<file path="src/rtl/sim_result_monitor.sv">
// Bus-snooping result checker: captures NUM_ELEM words from a write window, waits for a flag or timeout, then checks them.
// Optional macro RESULT_MON_SIGNED_CMP_EN makes the ordering comparisons two's-complement signed.
module sim_result_monitor #(
    parameter int                ADDR_W      = 32,
    parameter int                DATA_W      = 32,
    parameter int                NUM_ELEM    = 10,
    parameter int                IDX_W       = 8,
    parameter logic [ADDR_W-1:0] RESULT_BASE = 'h300,
    parameter logic [ADDR_W-1:0] FLAG_ADDR   = 'h400,
    parameter logic [DATA_W-1:0] FLAG_VALUE  = 'h1,
    parameter int                MAX_CYCLES  = 5000,
    parameter int                CNT_W       = 16,
    parameter int                ORDER_MODE  = 0
) (
    input  logic              clk,
    input  logic              rst_n,
    input  logic              start,
    input  logic [ADDR_W-1:0] d_mem_addr,
    input  logic [DATA_W-1:0] d_mem_wdata,
    input  logic [3:0]        d_mem_wen,
    input  logic              exp_wr_en,
    input  logic [IDX_W-1:0]  exp_wr_idx,
    input  logic [DATA_W-1:0] exp_wr_data,
    input  logic [IDX_W-1:0]  rd_idx,
    output logic [DATA_W-1:0] rd_data,
    output logic [1:0]        state,
    output logic              done,
    output logic              pass,
    output logic              timeout,
    output logic              order_ok,
    output logic [IDX_W:0]    match_count,
    output logic [CNT_W-1:0]  cycle_count
);

    typedef enum logic [1:0] {
        S_IDLE  = 2'd0,
        S_ARMED = 2'd1,
        S_CHECK = 2'd2,
        S_DONE  = 2'd3
    } state_t;

    localparam logic [ADDR_W-1:0] WIN_END  = RESULT_BASE + ADDR_W'(4 * NUM_ELEM);
    localparam logic [IDX_W:0]    NUM_MC   = (IDX_W+1)'(NUM_ELEM);
    localparam logic [IDX_W-1:0]  LAST_IDX = IDX_W'(NUM_ELEM - 1);
    localparam logic [CNT_W-1:0]  LAST_CYC = CNT_W'(MAX_CYCLES - 1);

    state_t            st;
    logic [DATA_W-1:0] cap     [NUM_ELEM];
    logic [DATA_W-1:0] exp_tab [NUM_ELEM];
    logic [IDX_W-1:0]  chk_idx;

    logic [ADDR_W-1:0] win_off;
    logic [IDX_W-1:0]  cap_idx;
    logic              cap_hit;
    logic              flag_hit;
    logic              exp_load;
    logic [IDX_W-1:0]  prv_idx;
    logic [DATA_W-1:0] cur_word;
    logic [DATA_W-1:0] prv_word;
    logic              prv_gt;
    logic              prv_lt;
    logic              order_viol;
    logic              elem_eq;
    logic [IDX_W:0]    mc_next;
    logic              ok_next;

    assign state   = st;
    assign rd_data = ({1'b0, rd_idx} < NUM_MC) ? cap[rd_idx] : '0;

    always_comb begin
        win_off  = d_mem_addr - RESULT_BASE;
        cap_idx  = IDX_W'(win_off >> 2);
        cap_hit  = (d_mem_wen != 4'b0000) && (d_mem_addr[1:0] == 2'b00) &&
                   (d_mem_addr >= RESULT_BASE) && (d_mem_addr < WIN_END);
        flag_hit = (d_mem_addr == FLAG_ADDR) && (d_mem_wen == 4'b1111) &&
                   (d_mem_wdata == FLAG_VALUE);
        exp_load = exp_wr_en && ({1'b0, exp_wr_idx} < NUM_MC) &&
                   ((st == S_IDLE) || (st == S_DONE));
    end

    // Element chk_idx is compared against its predecessor; element 0 has none.
    always_comb begin
        prv_idx  = (chk_idx == '0) ? '0 : chk_idx - IDX_W'(1);
        cur_word = cap[chk_idx];
        prv_word = cap[prv_idx];
`ifdef RESULT_MON_SIGNED_CMP_EN
        prv_gt   = $signed(prv_word) > $signed(cur_word);
        prv_lt   = $signed(prv_word) < $signed(cur_word);
`else
        prv_gt   = prv_word > cur_word;
        prv_lt   = prv_word < cur_word;
`endif
        case (ORDER_MODE)
            0:       order_viol = prv_gt;
            1:       order_viol = prv_lt;
            default: order_viol = 1'b0;
        endcase
        if (chk_idx == '0) begin
            order_viol = 1'b0;
        end
        elem_eq = (cur_word == exp_tab[chk_idx]);
        mc_next = match_count + (IDX_W+1)'(elem_eq);
        ok_next = order_ok && !order_viol;
    end

    always_ff @(posedge clk or negedge rst_n) begin
        if (!rst_n) begin
            st          <= S_IDLE;
            done        <= 1'b0;
            pass        <= 1'b0;
            timeout     <= 1'b0;
            order_ok    <= 1'b1;
            match_count <= '0;
            cycle_count <= '0;
            chk_idx     <= '0;
            for (int unsigned i = 0; i < NUM_ELEM; i++) begin
                cap[i]     <= '0;
                exp_tab[i] <= '0;
            end
        end else begin
            if (exp_load) begin
                exp_tab[exp_wr_idx] <= exp_wr_data;
            end
            // A start outside CHECK re-arms and discards any write on the same edge.
            if (start && (st != S_CHECK)) begin
                st          <= S_ARMED;
                done        <= 1'b0;
                pass        <= 1'b0;
                timeout     <= 1'b0;
                order_ok    <= 1'b1;
                match_count <= '0;
                cycle_count <= '0;
                chk_idx     <= '0;
                for (int unsigned i = 0; i < NUM_ELEM; i++) begin
                    cap[i] <= '0;
                end
            end else begin
                case (st)
                    S_ARMED: begin
                        cycle_count <= cycle_count + CNT_W'(1);
                        if (cap_hit) begin
                            for (int unsigned b = 0; b < 4; b++) begin
                                if (d_mem_wen[b]) begin
                                    cap[cap_idx][8*b +: 8] <= d_mem_wdata[8*b +: 8];
                                end
                            end
                        end
                        if (flag_hit) begin
                            st      <= S_CHECK;
                            chk_idx <= '0;
                        end else if (cycle_count == LAST_CYC) begin
                            st      <= S_CHECK;
                            chk_idx <= '0;
                            timeout <= 1'b1;
                        end
                    end
                    S_CHECK: begin
                        match_count <= mc_next;
                        order_ok    <= ok_next;
                        chk_idx     <= chk_idx + IDX_W'(1);
                        if (chk_idx == LAST_IDX) begin
                            st   <= S_DONE;
                            done <= 1'b1;
                            pass <= (mc_next == NUM_MC) && ok_next && !timeout;
                        end
                    end
                    default: ;
                endcase
            end
        end
    end

endmodule

</file>
<file path="config.mk">
export PLATFORM = sky130hd
export DESIGN_NAME = sim_result_monitor
export DESIGN_NICKNAME = d
export VERILOG_FILES = /design/src/rtl/sim_result_monitor.sv
export SDC_FILE = /design/constraint.sdc
export NUM_CORES = 2
export LEC_CHECK = 0
export ABC_AREA = 1
export ABC_CLOCK_PERIOD_IN_PS = 5480
export BUFFER_PORTS_ARGS = -buffer_cell sky130_fd_sc_hd__buf_2
export CELL_PAD_IN_SITES_DETAIL_PLACEMENT = 0
export CELL_PAD_IN_SITES_GLOBAL_PLACEMENT = 1
export CORE_AREA = 2 2 347 418
export CTS_CLUSTER_DIAMETER = 60
export DETAILED_ROUTE_END_ITERATION = 16
export DIE_AREA = 0 0 349 420
export PLACE_DENSITY = 0.67
export SETUP_SLACK_MARGIN = 0.3
export SLEW_MARGIN = 10
export SYNTH_ARGS = -nofsm -noshare
export SYNTH_HDL_FRONTEND = slang
export SYNTH_SLANG_ARGS = --single-unit
</file>
<file path="constraint.sdc">
create_clock -name clk -period 5.48 [get_ports clk]
set_clock_uncertainty 0.05 [all_clocks]
set_input_delay 0.822 -clock clk [delete_from_list [all_inputs] [get_ports clk]]
set_output_delay 0.822 -clock clk [all_outputs]
set_load 0.02 [all_outputs]
</file>
-- Word-level counts from Yosys, hierarchy flattened
Index checks and enable logic that the tools add are counted.
W data, S select, Z words.
- logic and storage cells: 166
- register bits after elaboration: 679
- bits of input ports: 120
- output and inout bits: 63
- $add $sub $neg: 5
- mux-type cells: 71
- bitwise operators: 5
- equality and inequality tests: 14
- reduce and logical (&&, ||, !) cells: 31
- order comparisons: 12
- operator list (cell ; count):
    $mux W320 ; 16
    $bwmux W320 ; 5
    $demux W32 S4 ; 5
    $bmux W32 S4 ; 4
    $mux W32 ; 11
    $mux W16 ; 3
    $ge A9 B5 Y1 const B ; 5
    $not A8 Y9 ; 5
    $mux W8 ; 5
    $eq A32 B1 Y1 const B ; 1
    $eq A32 B11 Y1 const B ; 1
    $eq A32 B32 Y1 ; 1
    $ge A32 B10 Y1 const B ; 1
    $gt A32 B32 Y1 ; 1
    $lt A32 B10 Y1 const B ; 1
    $mux W24 ; 1
    $lt A9 B1 Y1 const B ; 2
    $mux W9 ; 2
    $add A16 B1 Y16 const B ; 1
    $eq A16 B13 Y1 const B ; 1
    $lt A8 B4 Y1 const B ; 2
    $pmux W8 S2 ; 1
    $logic_and A1 B1 Y1 ; 13
    $mux W1 ; 13
    other kinds (24) ; 37

-- Depth between registers and ports, before layout
- depth after elaboration: 26
- gate-level depth with buffers: 29
- mapped depth without buffers: 26

-- Worst setup path before layout
OpenSTA, ideal clock, no wires.
- kind: reg-to-reg
- from: register chk_idx[0]
- to: register pass
- setup slack: 1.684 ns
- buffers on the path: 6
- period minus slack after synthesis: 3.796 ns
- stages on the path, launching flop included: 25
- data required time: 5.364 ns
- arrival: 3.680 ns
- setup time: 0.066 ns
- cell sequence: dfrtp_1 -> buf_2 -> inv_2 -> buf_2 -> clkbuf_1 -> clkbuf_1 -> ha_1 -> xnor2_1 -> nor2_8 -> nor2_8 -> inv_2 -> buf_6 -> buf_6 -> o21ai_0 -> o21ai_1 -> ha_1 -> inv_1 -> nor3_1 -> nor3b_1 -> nand3_1 -> nand2_1 -> inv_1 -> nand2_1 -> nand3_1 -> nand2_1
- word-level cells in the longest chain between the ends: 15
- elaborated cells between the ends (all ways): 29
- classes of those cells: add/sub: 2; order compare: 1; eq/ne: 3; mux: 14; bitwise: 2; reduce/logical: 7
- ends and longest elaborated chain (element ; line ; text):
    start: declaration ; 50 ; logic [IDX_W-1:0] chk_idx;
    start signal: assignment ; 160 ; chk_idx <= chk_idx + IDX_W'(1);
    $sub A8 B1 Y8 or $logic_not A8 Y1 (tied branches) ; 83, 98 ;
    $mux W8 ; 83 ; prv_idx = (chk_idx == '0) ? '0 : chk_idx - IDX_W'(1);
    $not A8 Y9 (not written as such) ; 85 ; prv_word = cap[prv_idx];
    $bmux W32 S4 ; 85 ;
    $mux W32 (not written as such) (2 in series) ; 85 ;
    $gt A32 B32 Y1 ; 90 ; prv_gt = prv_word > cur_word;
    $mux W1 ; 98 ; if (chk_idx == '0) begin
    $logic_not A1 Y1 ; 103 ; ok_next = order_ok && !order_viol;
    $logic_and A1 B1 Y1 ; 103 ;
    $logic_and A1 B1 Y1 (2 in series) ; 164 ; pass <= (mc_next == NUM_MC) && ok_next && !timeout;
    $mux W1 ; 161 ; if (chk_idx == LAST_IDX) begin
    $mux W1 ; 138 ; case (st)
    $mux W1 ; 125 ; if (start && (st != S_CHECK)) begin
    end signal: assignment ; 164 ;
    end: declaration ; 28 ; output logic pass,
Parallel ways exist; a longest one is shown, timed or not. The select of a mux whose other input is x is not followed.
A chain may end at the register's enable or synchronous reset.

-- Worst setup path in the final report
- from: register chk_idx[1]
- to: register pass
The elaborated chain is that of the path after synthesis.

==> implementation parameters <==
Parameter                              Value

Drt
  Vias per inst    5.36
  Initial DRC Count    4734
  Via count    43.4k
  Routed Wire Length    189 mm
  Residual antenna-violating net count after detailed routing    0
  Routed WL per cell    23.3 um
  Drt drc    0
  First drt pass iteration count    6

Clock tree
  CTS sink count    679
  Post CTS Setup Buffer Count    0
  Worst-skew pair later-pin latency    0.72 ns
  Clock Tree Buf Depth    3
  Number of buffers created by CTS    87
  Total of hold buffers inserted after clock tree synthesis    0
  Count of H-tree levels built during CTS    3
  Clock tree from TritonCTS    done
  Clock-pin slew on the worst setup and hold paths    ~0.060 ns
  Clock root cell    sky130_fd_sc_hd__clkbuf_16

GRT
  Global route overflow    0
  Global-route wire length before repair    279 mm
  Total global-route track usage    25.3%
  Via count of the first global-routing pass    roughly 40k
  Initial antenna violation count    10
  Largest net degree at the start of global routing    139

Timing
  Actual slew at the worst max-slew pin    1.31 ns
  Final WS setup    0.545 ns
  Final hold violations    0
  Sum of negative setup slack    0 ns
  Fmax achieved    slightly above 200 MHz
  Final hold slack    0.0870 ns
  RSZ-0062 raised after global routing    no
  Shortest period the worst path allows    4.93 ns
  Setup-violating endpoint count in the final report    0
  Max Transition Viols Final    0
  Portion of the clock cycle consumed by the worst path in the final layout    90.0%
  Worst slew margin    12.5%

Cells and area
  Area taken by multi-input logic gates    0.0216 mm2
  Total area of sequential cells    approximately 0.017 mm2
  Net count reported at finish    around 6.3k
  Top library cells by usage in the layout, fill and taps aside    sky130_fd_sc_hd__nand2_1, sky130_fd_sc_hd__o21ai_0, sky130_fd_sc_hd__dfrtp_1, sky130_fd_sc_hd__inv_1, sky130_fd_sc_hd__nor2_1
  Relative area change from synthesis to final layout    13.2%
  Layout Utilization    33.8%
  Total non-filler cell area in the finished layout    0.0481 mm2
  Layout filler cell count    ~15k
  Post-layout instance count excluding filler cells    8091
  Most common library cell in the layout ignoring fill and taps    sky130_fd_sc_hd__nand2_1
  Share of final-layout standard cells stronger than drive strength 1    9.57%

Placement
  Placement-stage cell area    0.0451 mm2
  Weighted congestion at the end of routability-driven global placement    a little under 1
  Number of input and output port buffers inserted    roughly 180
  Post-placement cell count    7934
  Post-DP HPWL    roughly 120 mm
  DP Worst Slack    0.395 ns

Synthesis
  Total nets after synthesis    6421
  Area of the mapped netlist    0.0425 mm2
  Yosys Warn Count    0
  Async set-reset flop share out of synthesis    100%
  Sequential element share of the synthesized area    39.9%
  Flip-flop cell with the highest count after synthesis    sky130_fd_sc_hd__dfrtp_1
  Number of flops mapped to enable cells by yosys    0
  Count of mapped cells out of synthesis    roughly 6.3k
  Number of different library cells in the post-synthesis netlist    49
  Average instance area after synthesis    6.80 um2
  Count of state elements after synthesis    ~680

Floorplan
  Die extent in y    420 um
  Full die area    about 0.15 mm2
  Top Ports    183
  Starting density of the core    29.9%
  Row Count    152
  Core region area    0.142 mm2
  Die width    349 um

Setup path
  Endpoint class of the critical path    register
  Worst endpoint required time    around 6.1 ns
  Signal arrival time at the worst endpoint    5.52 ns
  Largest driver fanout on the critical path    86
  Worst Path Class, Setup    register to register
  Startpoint type of the worst setup path    register

Power and ir drop
  IR drop worst, VDD    about 0.40 mV
  Power Total    20.6 mW
  Static Leakage    roughly 21 nW
  Power density cells    approximately 430 mW/mm2

Run status
  Outcome    finished, final reports clean

Job
  Total of max-cap violations    0

Worst hold path
  Kind of path behind the tightest hold check    input pin to asynchronous set/reset pin
[cells in the mapped netlist (3+ instances only)]
master	instances	area share, %
sky130_fd_sc_hd__o21ai_0	733	8.6
sky130_fd_sc_hd__nand2_1	1876	17
sky130_fd_sc_hd__inv_2	11	0.097
sky130_fd_sc_hd__nor2_2	5	0.074
sky130_fd_sc_hd__a21oi_1	261	3.1
sky130_fd_sc_hd__ha_1	44	1.3
sky130_fd_sc_hd__clkinv_1	3	0.026
sky130_fd_sc_hd__nand3_1	295	3.5
sky130_fd_sc_hd__xnor2_1	3	0.062
sky130_fd_sc_hd__nor2_4	4	0.11
sky130_fd_sc_hd__o221ai_1	23	0.47
sky130_fd_sc_hd__o311ai_0	18	0.37
sky130_fd_sc_hd__or2_1	9	0.13
sky130_fd_sc_hd__dfrtp_1	678	40
sky130_fd_sc_hd__or2_2	105	1.5
sky130_fd_sc_hd__inv_1	536	4.7
sky130_fd_sc_hd__a21boi_0	10	0.18
sky130_fd_sc_hd__nor2_1	403	3.6
sky130_fd_sc_hd__o2111ai_1	3	0.062
sky130_fd_sc_hd__buf_2	178	2.1
sky130_fd_sc_hd__clkbuf_1	258	2.3
sky130_fd_sc_hd__nor3_1	24	0.28
sky130_fd_sc_hd__o22ai_1	12	0.18
sky130_fd_sc_hd__o211ai_1	102	1.8
sky130_fd_sc_hd__nor3b_1	3	0.053
sky130_fd_sc_hd__nor2_8	3	0.14
sky130_fd_sc_hd__nand4_1	244	3.6
sky130_fd_sc_hd__a31oi_1	11	0.16
sky130_fd_sc_hd__nor4_1	15	0.22
sky130_fd_sc_hd__xor2_1	8	0.16
sky130_fd_sc_hd__o21ai_1	317	3.7
sky130_fd_sc_hd__buf_1	20	0.18
sky130_fd_sc_hd__buf_4	10	0.18
sky130_fd_sc_hd__a211oi_1	10	0.18
[registers in the layout, summed over array words and instances (netlist names)]
name and flops:
cap 320, exp_tab 320, cycle_count 16, match_count 9, chk_idx 8, state 2, done 1, order_ok 1
pass 1, timeout 1
[critical path: stages, from the launching register on]
cell	delay, ns
sky130_fd_sc_hd__dfrtp_4	0.66
sky130_fd_sc_hd__inv_6	0.17
sky130_fd_sc_hd__buf_16	0.32
sky130_fd_sc_hd__nor2_1	0.10
sky130_fd_sc_hd__nand2_1	0.07
sky130_fd_sc_hd__nand2_1	0.14
sky130_fd_sc_hd__nand2_1	0.32
sky130_fd_sc_hd__nand3_1	0.33
sky130_fd_sc_hd__nand2_1	0.15
sky130_fd_sc_hd__nand2_1	0.06
sky130_fd_sc_hd__nor2_1	0.08
sky130_fd_sc_hd__nand2_1	0.08
sky130_fd_sc_hd__nor2_1	0.28
sky130_fd_sc_hd__nand2_1	0.10
sky130_fd_sc_hd__nor2_1	0.29
sky130_fd_sc_hd__ha_1	0.26
sky130_fd_sc_hd__ha_1	0.20
sky130_fd_sc_hd__nand3_1	0.13
sky130_fd_sc_hd__nor2_1	0.19
sky130_fd_sc_hd__nand3_1	0.11
sky130_fd_sc_hd__xor2_1	0.17
sky130_fd_sc_hd__nand2_1	0.07
sky130_fd_sc_hd__nor3_1	0.19
sky130_fd_sc_hd__nand3_1	0.09
sky130_fd_sc_hd__nand2_1	0.07
[power by group]
part | switching [mW] | internal (mW) | leakage (nW)
combinational | 6.68 | 2.46 | 10.5
clock | 2.51 | 3.61 | 1.45
sequential | 0.161 | 5.16 | 9.46
[repair_timing]
| action | CTS | global route |
|---|---|---|
| setup endpoints to repair | 0 | 1 |
| hold endpoints to repair | 0 | 0 |
| resized for setup | 0 | 3 |
[worst paths after layout]
check	end	slack, ns	cells after the start	start
max reg2reg	pass$_DFFE_PN0P_	0.55	24	chk_idx[1]$_DFFE_PN0P_
max in group asynchronous	exp_tab[140]$_DFFE_PN0P_	4.00	2	rst_n
min	cap[277]$_DFFE_PN0P_	0.09	1	rst_n
max	pass$_DFFE_PN0P_	0.55	24	chk_idx[1]$_DFFE_PN0P_
min reg2reg	cap[171]$_DFFE_PN0P_	0.43	2	cap[171]$_DFFE_PN0P_
min in group clk	order_ok$_DFFE_PN1P_	0.36	3	start
[cell type report]
| cell class | instances | area share [%] |
|---|---|---|
| inverters | 552 | 4.35 |
| multi-input cells | 4558 | 44.9 |
| diodes | 2 | 0.0104 |
| clock buffers | 120 | 5.14 |
| repair buffers | 298 | 4.42 |
| well taps | 1848 | 4.80 |
| flip-flops and latches | 679 | 35.3 |
| clock inverters | 34 | 1.11 |
[layer usage]
layer	vias up	global-route usage (%)	part of all wire, %
met5	-	0	0.036
met4	12	11.2	4.7
met3	375	3.81	7.2
met2	1830	39.7	45
met1	20700	34.4	43
li1	20400	-	-
[logic make-up (layout without fill, tap and decap cells)]
| family | count (synthesis) | in the layout | synth area share (%) |
|---|---|---|---|
| buffers and inverters | 1020 | 1004 | 9.66 |
| xor gates and xnor gates | 11 | 11 | 0.226 |
| adders and majority gates | 44 | 44 | 1.29 |
| DFF | 679 | 679 | 39.9 |
| other | 0 | 2 | 0 |
| AOI/OAI and AO/OA | 1508 | 1508 | 19.0 |
| and+or+nand+nor | 2995 | 2995 | 29.9 |
Note: power is estimated with default switching activity, not from simulation.
